File: src/rtl/cla_down_counter.sv
// cla_down_counter: loadable down-counter with nibble borrow-lookahead decrement, cascade borrow, zero flag and done pulse
module cla_down_counter #(
  parameter int WIDTH = 8,
  parameter int AUTO_RELOAD = 0
) (
  input  logic             clk,
  input  logic             rst,
  input  logic             load,
  input  logic [WIDTH-1:0] load_val,
  input  logic             en,
  output logic [WIDTH-1:0] count,
  output logic             zero,
  output logic             borrow_out,
  output logic             done
);
  localparam int G = WIDTH / 4;
  if (WIDTH % 4 != 0 || WIDTH < 4) begin : g_bad_width
    $error("cla_down_counter: WIDTH must be a positive multiple of 4");
  end
  logic [WIDTH-1:0] p, b, dec, reload_reg;
  logic [G-1:0] gp, gb;
  assign p = ~count;
  for (genvar g = 0; g < G; g++) begin : g_grp
    assign gp[g] = &p[4*g +: 4];
    if (g == 0) begin : g_first
      assign gb[g] = 1'b1;
    end else begin : g_rest
      assign gb[g] = &gp[g-1:0];
    end
    assign b[4*g]   = gb[g];
    assign b[4*g+1] = gb[g] & p[4*g];
    assign b[4*g+2] = gb[g] & p[4*g] & p[4*g+1];
    assign b[4*g+3] = gb[g] & p[4*g] & p[4*g+1] & p[4*g+2];
  end
  assign dec        = count ^ b;
  assign zero       = count == '0;
  assign borrow_out = en & ~load & zero;
  // count/reload/done update: rst > load > en > hold
  always_ff @(posedge clk) begin
    if (rst) begin
      count      <= '0;
      reload_reg <= '0;
      done       <= 1'b0;
    end else if (load) begin
      count      <= load_val;
      reload_reg <= load_val;
      done       <= 1'b0;
    end else if (en) begin
      count <= zero ? ((AUTO_RELOAD != 0) ? reload_reg : '1) : dec;
      done  <= count == WIDTH'(1);
    end else begin
      done <= 1'b0;
    end
  end
endmodule

File: config.mk
export PLATFORM = sky130hd
export DESIGN_NAME = cla_down_counter
export DESIGN_NICKNAME = d
export VERILOG_FILES = /design/src/rtl/cla_down_counter.sv
export SDC_FILE = /design/constraint.sdc
export NUM_CORES = 1
export LEC_CHECK = 0
export BUFFER_PORTS_ARGS = -buffer_cell sky130_fd_sc_hd__clkbuf_2
export CAP_MARGIN = 25
export CORE_AREA = 2 2 39 41
export CTS_CLUSTER_SIZE = 12
export DETAILED_ROUTE_END_ITERATION = 7
export DIE_AREA = 0 0 41 43
export GPL_ROUTABILITY_DRIVEN = 0
export PLACE_DENSITY = 0.73
export REMOVE_ABC_BUFFERS = 1
export SLEW_MARGIN = 0
export SYNTH_ARGS = -nofsm -noshare
export SYNTH_HDL_FRONTEND = slang
export SYNTH_SLANG_ARGS = --single-unit
File: constraint.sdc
create_clock -name clk -period 5.1 [get_ports clk]
set_input_delay 1.275 -clock clk [delete_from_list [all_inputs] [get_ports clk]]
set_output_delay 1.275 -clock clk [all_outputs]
set_load 0.01 [all_outputs]
# Word-level counts from Yosys, hierarchy flattened
# Cells that the tools add are included.
[op_classes]
mux = 3
n_reduce_logical = 4
bitwise = 11
n_eq_ne = 1
[op_table]
columns = ["op", "count"]
rows = [
  ["8-bit 2-to-1 mux", 3],
  ["8-bit by 1-bit equality test with 1-bit output (second input constant)", 1],
  ["8-bit logical NOT", 1],
  ["8-bit bitwise XOR", 1],
  ["1-bit bitwise AND", 7],
  ["7-bit inverter", 1],
  ["4-bit AND reduction", 1],
  ["3-bit OR reduction", 1],
  ["1-bit inverter", 2],
  ["2-bit nonzero test", 1],
]
[totals]
out_inout_bits = 11
ff_bits = 9
inputBits = 12
elab_cells = 21

# Depth between registers and ports, before layout
# Gate-level depths: netlist of the first run.
[logic_depth]
word_depth = 9
ltp_mapped = 9
depth_no_buf = 9

# Worst setup path before layout of the first run
# Ideal clock, no wire load.
[synth_path]
path_type = "input port to output port"
from = "input port load"
to = "output port borrow_out"
cell_stages = 4
t_arrival_ns = 1.860
required_ns = 3.825
setup_slack_ns = 1.965
path_buffers = 1
path_cell_list = "buf_2 nor2b_1 nand3_2 inv_1"
[synth_via]
elab_chain_cells = 3
[synth_lines]
columns = ["element", "line", "text"]
rows = [
  ["start: declaration", "8", "input logic load,"],
  ["1-bit inverter", "37", "assign borrow_out = en & ~load & zero;"],
  ["1-bit bitwise AND (2 in a row)", "37", ""],
  ["end: declaration", "13", "output logic borrow_out,"],
]
# Every way passes these cells.

# Worst setup path in the final report of the first run
[layout_path]
from = "input port en"
to = "output port borrow_out"
[layout_via]
elab_chain_cells = 2
[layout_lines]
columns = ["element", "line", "text"]
rows = [
  ["start: declaration", "10", "input logic en,"],
  ["1-bit bitwise AND (2 in a row)", "37", ""],
]
# Every way passes these cells.

==> results of run 1 <==
critical path: stages:
cell,delay [ns]
clkbuf_2,0.24
nor2b_1,0.26
nand3_2,0.18
inv_1,0.09
clkbuf_2,0.13
per-layer routing:
layer | part of all wire [%] | wire length [um] | vias to the layer above
li1 | - | - | 279
met3 | 4.8 | 55 | 2
met5 | 0 | 0 | -
met1 | 45 | 521 | 240
met2 | 48 | 552 | 14
met4 | 1.9 | 22 | 0
synth_stat cells (2+ instances only):
cell type and number:
a211o_1 5, a21o_1 2, a21oi_1 4, a31oi_1 4
buf_2 2, dfxtp_1 9, ha_1 6, inv_1 8
nand2_1 5, nor2_1 5, xor2_1 2
placed cells by master, fill, tap and decap left out:
cell / synthesis / layout
a211o_1: 5 / 5
a211oi_1: 1 / 1
a21o_1: 2 / 2
a21oi_1: 4 / 4
a31oi_1: 4 / 4
and2_2: 1 / 1
and3_2: 1 / 1
clkbuf_1: 1 / 1
clkbuf_2: 0 / 22
clkbuf_4: 0 / 3
dfxtp_1: 9 / 9
ha_1: 6 / 6
inv_1: 8 / 8
mux2i_1: 1 / 1
nand2_1: 5 / 5
nand3_1: 1 / 1
nand3_2: 1 / 1
nor2_1: 5 / 5
nor2b_1: 1 / 1
nor3b_2: 1 / 1
nor4_4: 1 / 1
nor4b_1: 1 / 1
o22ai_1: 1 / 1
o31ai_1: 1 / 1
or4b_1: 1 / 1
xor2_1: 2 / 2
power by group through the flow:
| stage | sequential (mW) | combinational [mW] | clock, mW |
|---|---|---|---|
| floorplan | 0.0877 | 0.0316 | 0 |
| finish | 0.0842 | 0.0539 | 0.0558 |
| global route | 0.0854 | 0.0605 | 0.0616 |
| detailed placement | 0.0858 | 0.0542 | 0 |
| CTS | 0.0841 | 0.0545 | 0.0590 |
| global placement | 0.0857 | 0.0535 | 0 |
metrics by stage:
stage | instances | setup WS (ns) | total power [mW]
6_report | 105 | 1.64 | 0.194
3_3_place_gp | 101 | 1.66 | 0.139
5_1_grt | 105 | 1.51 | 0.208
2_1_floorplan | 63 | 2.09 | 0.119
3_5_place_dp | 101 | 1.62 | 0.140
4_1_cts | 105 | 1.62 | 0.198
final timing paths:
| check | from | to | slack, ns | depth (start not counted) |
|---|---|---|---|---|
| setup / recovery | en | borrow_out | 1.64 | 5 |
| hold / removal | count[1]$_SDFFE_PP0P_ | count[1]$_SDFFE_PP0P_ | 0.63 | 3 |
| setup reg to reg | count[0]$_SDFFE_PP0P_ | count[6]$_SDFFE_PP0P_ | 3.13 | 8 |
| hold reg to reg | count[1]$_SDFFE_PP0P_ | count[1]$_SDFFE_PP0P_ | 0.63 | 3 |
area by class of cell:
cell class | count | area (um^2)
Tap cell | 16 | 20.0
Timing Repair Buffer | 22 | 110
Multi-Input combinational cell | 46 | 354
Clock buffer | 4 | 26.3
Fill cell | 140 | 663
Sequential cell | 9 | 180
Inverter | 8 | 30.0
state kept, by name (all words and copies together) (netlist names):
signal	count
count	8
done	1
logic make-up after synthesis:
logic type	after synthesis	synth area share [%]
buffers and inverters	12	9.34
flip-flops	9	30.6
adder cells (fa/ha/maj)	6	12.7
multiplexers	1	1.70
AND/OR/NAND/NOR	19	21.4
AO/OA/AOI/OAI	18	21.2
XOR/XNOR	2	2.97
==> impl_metrics.yaml, run 1 <==
cts:
  cts_buffers: 3
  h-tree-depth: 1
  numClockSinks: 9
  cts-root-buf: "clkbuf_4"
  tritoncts: "yes"
  clk_latency_ns: 0.26
  hold_buffers: 0
  clock_path_buffers: 2
  post_cts_resized: 0
  cts_setup_buffers: 0
  path_clk_slew_ns: 0.06
layout:
  drive_gt1_share_pct: 33.7
  fin_nets: 108
  final_core_util_pct: 52.1
  n_antenna_cell: 0
  finalInstanceArea_um2: 721
  synthToLayoutAreaGrowth_pct: 22.3
global_route:
  use_met1_pct: 19.6
  grt-busiest-layer: "met2"
  grt_max_degree: 18
  grt_pass1_vias: 401
  grt_pass1_wl_um: 1730
  use_met2_pct: 19.7
  gr-total-overflow: 0
  met3_usage_pct: 4.71
  grt_usage_pct: 15.1
  antenna_found_initial: 0
yosys:
  netlist_area_um2: 589
  ys_warn_count: 0
  synth_edf_count: 0
  synth_cell_type_count: 26
  synth_top_area_share_pct: 30.6
  avgSynthCellArea_um2: 8.80
  synth_area_leader_cell: "dfxtp_1"
  synth_seq_area_share_pct: 30.6
  synth-async-reset-ratio_pct: 0
  synthCells: 67
  synth_seq_cells: 9
  synth_area_leaders: "dfxtp_1, ha_1, a211o_1"
  ys.flop_type: "dfxtp_1"
power_and_ir_drop:
  vdd_drop_max_uv: 127
  power.density_nw_per_um2: 269
  p_int_mw: 0.133
  seq_power_share_pct: 43.4
  p_leak_nw: 0.371
  switching_power_mw: 0.0607
  pwr-share-comb_pct: 27.8
  pwr-share-clk_pct: 28.8
  sw_frac_of_total_pct: 31.3
drt:
  firstDrtPassIters: 4
  avgViaCountPerCell: 5.10
  route.detailed.drc: 0
  drtIter0Drc: 4
  routed_wl_um: 1150
  antenna_left: 0
  num_vias: 535
  post_drt_wl_per_cell_um: 11.0
outcome:
  outcome: "completed"
floorplan:
  die_w_um: 41
  die_y_um: 43
  core_region_area_um2: 1380
  rows: 14
  io_pins: 23
  initial_core_util_pct: 42.6
  die-area_um2: 1760
timing:
  setup_tns_ns: 0
  relSlewSlack_pct: 77.2
  whs_ns: 0.625
  fin_crit_ns: 3.46
  finalSetupViolations: 0
  max_freq_ghz: 0.289
  fin_crit_sh_pct: 67.9
  tightest_slew_ns: 0.342
  slew_viol_final: 0
  worst_clock_skew_ns: 0.000253
  rsz0062_at_grt: "no"
  hold_viol: 0
worst_setup_path:
  crit_type: "in -> out"
  critPathMaxFanout: 15
  crit_path_end_kind: "output pin"
  required_ns: 3.83
  cp-start-kind: "input pin"
  cp.arrival_ns: 2.19
hold_path:
  hold_class: "reg -> reg"
run:
  drv_cap: 0
placement:
  io_buffers: 22
  dpl_cell_area_um2: 694
Note: power is estimated with default switching activity, not from simulation.
==> inputs of run 2 (changes only) <==
Settings changed: ABC_AREA from default to 1, CORE_AREA 2 2 39 41 to default, CORE_UTILIZATION from default to 47, DIE_AREA 0 0 41 43 to default, PLACE_DENSITY 0.73 to 0.75.
Clock period 5.1 ns to 3.6 ns, I/O delays scaled along.
==> impl_metrics.yaml, run 2 <==
yosys:
  synth_edf_count: 0
  synthCells: 86
  synth_area_leaders: "dfxtp_1, ha_1, nor2_1"
  netlist_top_cells_count: "nor2_1, nand2_1, dfxtp_1"
  avgSynthCellArea_um2: 7.41
  synth_xor_area_share_pct: 1.38
  netlist_area_um2: 637
  synth_area_leader_cell: "dfxtp_1"
  synth-async-reset-ratio_pct: 0
  ys_warn_count: 0
  synthAdderAreaFrac_pct: 11.8
  synth_compound_area_share_pct: 14.1
  synthMuxAreaShare_pct: 0
  synth_simple_gate_area_share_pct: 31.2
  synth_cell_type_count: 27
  synth_seq_cells: 9
  synth_most_common_cell: "nor2_1"
  synth_seq_area_share_pct: 28.3
  ys.flop_type: "dfxtp_1"
  synth_top_family_by_area: "simple AND/OR/NAND/NOR gates"
  synth_top_area_share_pct: 28.3
power_and_ir_drop:
  vdd_drop_max_uv: 231
  power.density_nw_per_um2: 379
  p_leak_nw: 0.428
timing:
  worst_clock_skew_ns: 0.00357
  fin_crit_sh_pct: 68.8
  hold_viol: 0
  setup_tns_ns: 0
  max_freq_ghz: 0.404
  slew_viol_final: 0
  tightest_slew_ns: 0.304
  finalSetupViolations: 0
  fin_crit_ns: 2.48
  rsz0062_at_grt: "no"
  relSlewSlack_pct: 79.7
cts:
  cts_buffers: 3
  cts-root-buf: "clkbuf_4"
  clock_path_buffers: 2
  h-tree-depth: 1
  tritoncts: "yes"
  path_clk_slew_ns: 0.06
  clk_latency_ns: 0.27
  cts_setup_buffers: 0
  numClockSinks: 9
  hold_buffers: 0
  post_cts_resized: 0
worst_setup_path:
  required_ns: 2.70
  crit_path_frequent_cell: "clkbuf_2"
  crit_type: "in -> out"
  critPathMaxFanout: 8
  max_stage_delay_ns: 0.22
  path_cells: "clkbuf_2 > nor2_8 > nand2_4 > inv_1 > clkbuf_2"
  cp_top_family: "buffers and inverters"
  cp-start-kind: "input pin"
  cpMaxStageDelayCell: "clkbuf_2"
  path_buf_inv: 3
  cp.arrival_ns: 1.58
  crit_path_end_kind: "output pin"
layout:
  synthToLayoutAreaGrowth_pct: 21.8
  final_core_util_pct: 65.4
  fin_nets: 129
  final_common_cell: "clkbuf_2"
  drive_gt1_share_pct: 41.8
  nFillCells: 109
  fin_cells: 124
  top_regs: "count x8, done x1"
  layout_common_cells: "clkbuf_2, nor2_1, nand2_1"
  largest_reg_flops: 8
  n_antenna_cell: 0
  regMostFlops: "count"
drt:
  routed_wl_um: 1220
  post_drt_wl_per_cell_um: 9.86
  drtIter0Drc: 13
  avgViaCountPerCell: 4.71
  num_vias: 584
  firstDrtPassIters: 4
  antenna_left: 0
  route.detailed.drc: 0
outcome:
  outcome: "completed"
global_route:
  grt_usage_pct: 21.2
  grt_pass1_vias: 534
  antenna_found_initial: 0
  grt_pass1_wl_um: 2100
  grt_max_degree: 9
  gr-total-overflow: 0
floorplan:
  io_pins: 23
  die-area_um2: 1510
  die_y_um: 38.8
  core_region_area_um2: 1190
  initial_core_util_pct: 53.7
  die_w_um: 38.8
  rows: 12
placement:
  placedCellCount: 120
  post-dp-hpwl_um: 1000
  io_buffers: 22
hold_path:
  hold_class: "reg -> reg"
run:
  drv_cap: 0
-- run 2: path summary, 6_finish.rpt --
path / startpoint / end / slack [ns] / cells past startpoint
max reg2reg: count[0]$_SDFFE_PP0P_ / count[7]$_SDFFE_PP0P_ / 1.73 / 13
min: count[7]$_SDFFE_PP0P_ / count[7]$_SDFFE_PP0P_ / 0.50 / 2
min reg2reg: count[7]$_SDFFE_PP0P_ / count[7]$_SDFFE_PP0P_ / 0.50 / 2
max: load / borrow_out / 1.12 / 5
-- run 2: kinds of logic after synthesis --
kind of cell             count (synthesis)
buffers and inverters                   18
AO/OA/AOI/OAI                           15
AND/OR/NAND/NOR                         37
XOR/XNOR                                 1
flip-flops                               9
adder cells (fa/ha/maj)                  6
-- run 2: layer usage --
layer	share of wire (%)	track usage [%]	routed length (um)
met5	0	0	0
met4	2.8	12.9	34
met3	4.3	5.20	53
met2	44	32.1	535
met1	49	26.7	601
-- run 2: area by class of cell --
cell class,count,area (um^2),area share [%]
clock buffers,4,26.3,3.39
inverters,16,68.8,8.87
multi-input cells,59,373,48.1
flip-flops and latches,9,180,23.2
well taps,14,17.5,2.26
repair buffers,22,110,14.2
-- run 2: metrics by stage --
stage                     total power, mW  instance area [um^2]  hold WS (ns)  setup slack [ns]
after CTS                           0.296                   776         0.497              1.12
after floorplan                     0.186                   622         0.505              1.47
final                               0.294                   776         0.502              1.12
after detailed placement            0.218                   749         0.486              1.11
after global routing                0.318                   776         0.521              1.09
after global placement              0.216                   749         0.487              1.14
-- run 2: power by group --
group | switching, mW | leakage [nW] | internal (mW)
Clock | 0.0373 | 0.0150 | 0.0429
Combinational | 0.0583 | 0.339 | 0.0405
Sequential | 0.00657 | 0.0745 | 0.109
-- run 2: tightest hold or removal path: cells and delay by family (launching register included) --
family             cells  cell delay (ns)
DFF                    1             0.32
AOI/OAI and AO/OA      1             0.05
and+or+nand+nor        1             0.08
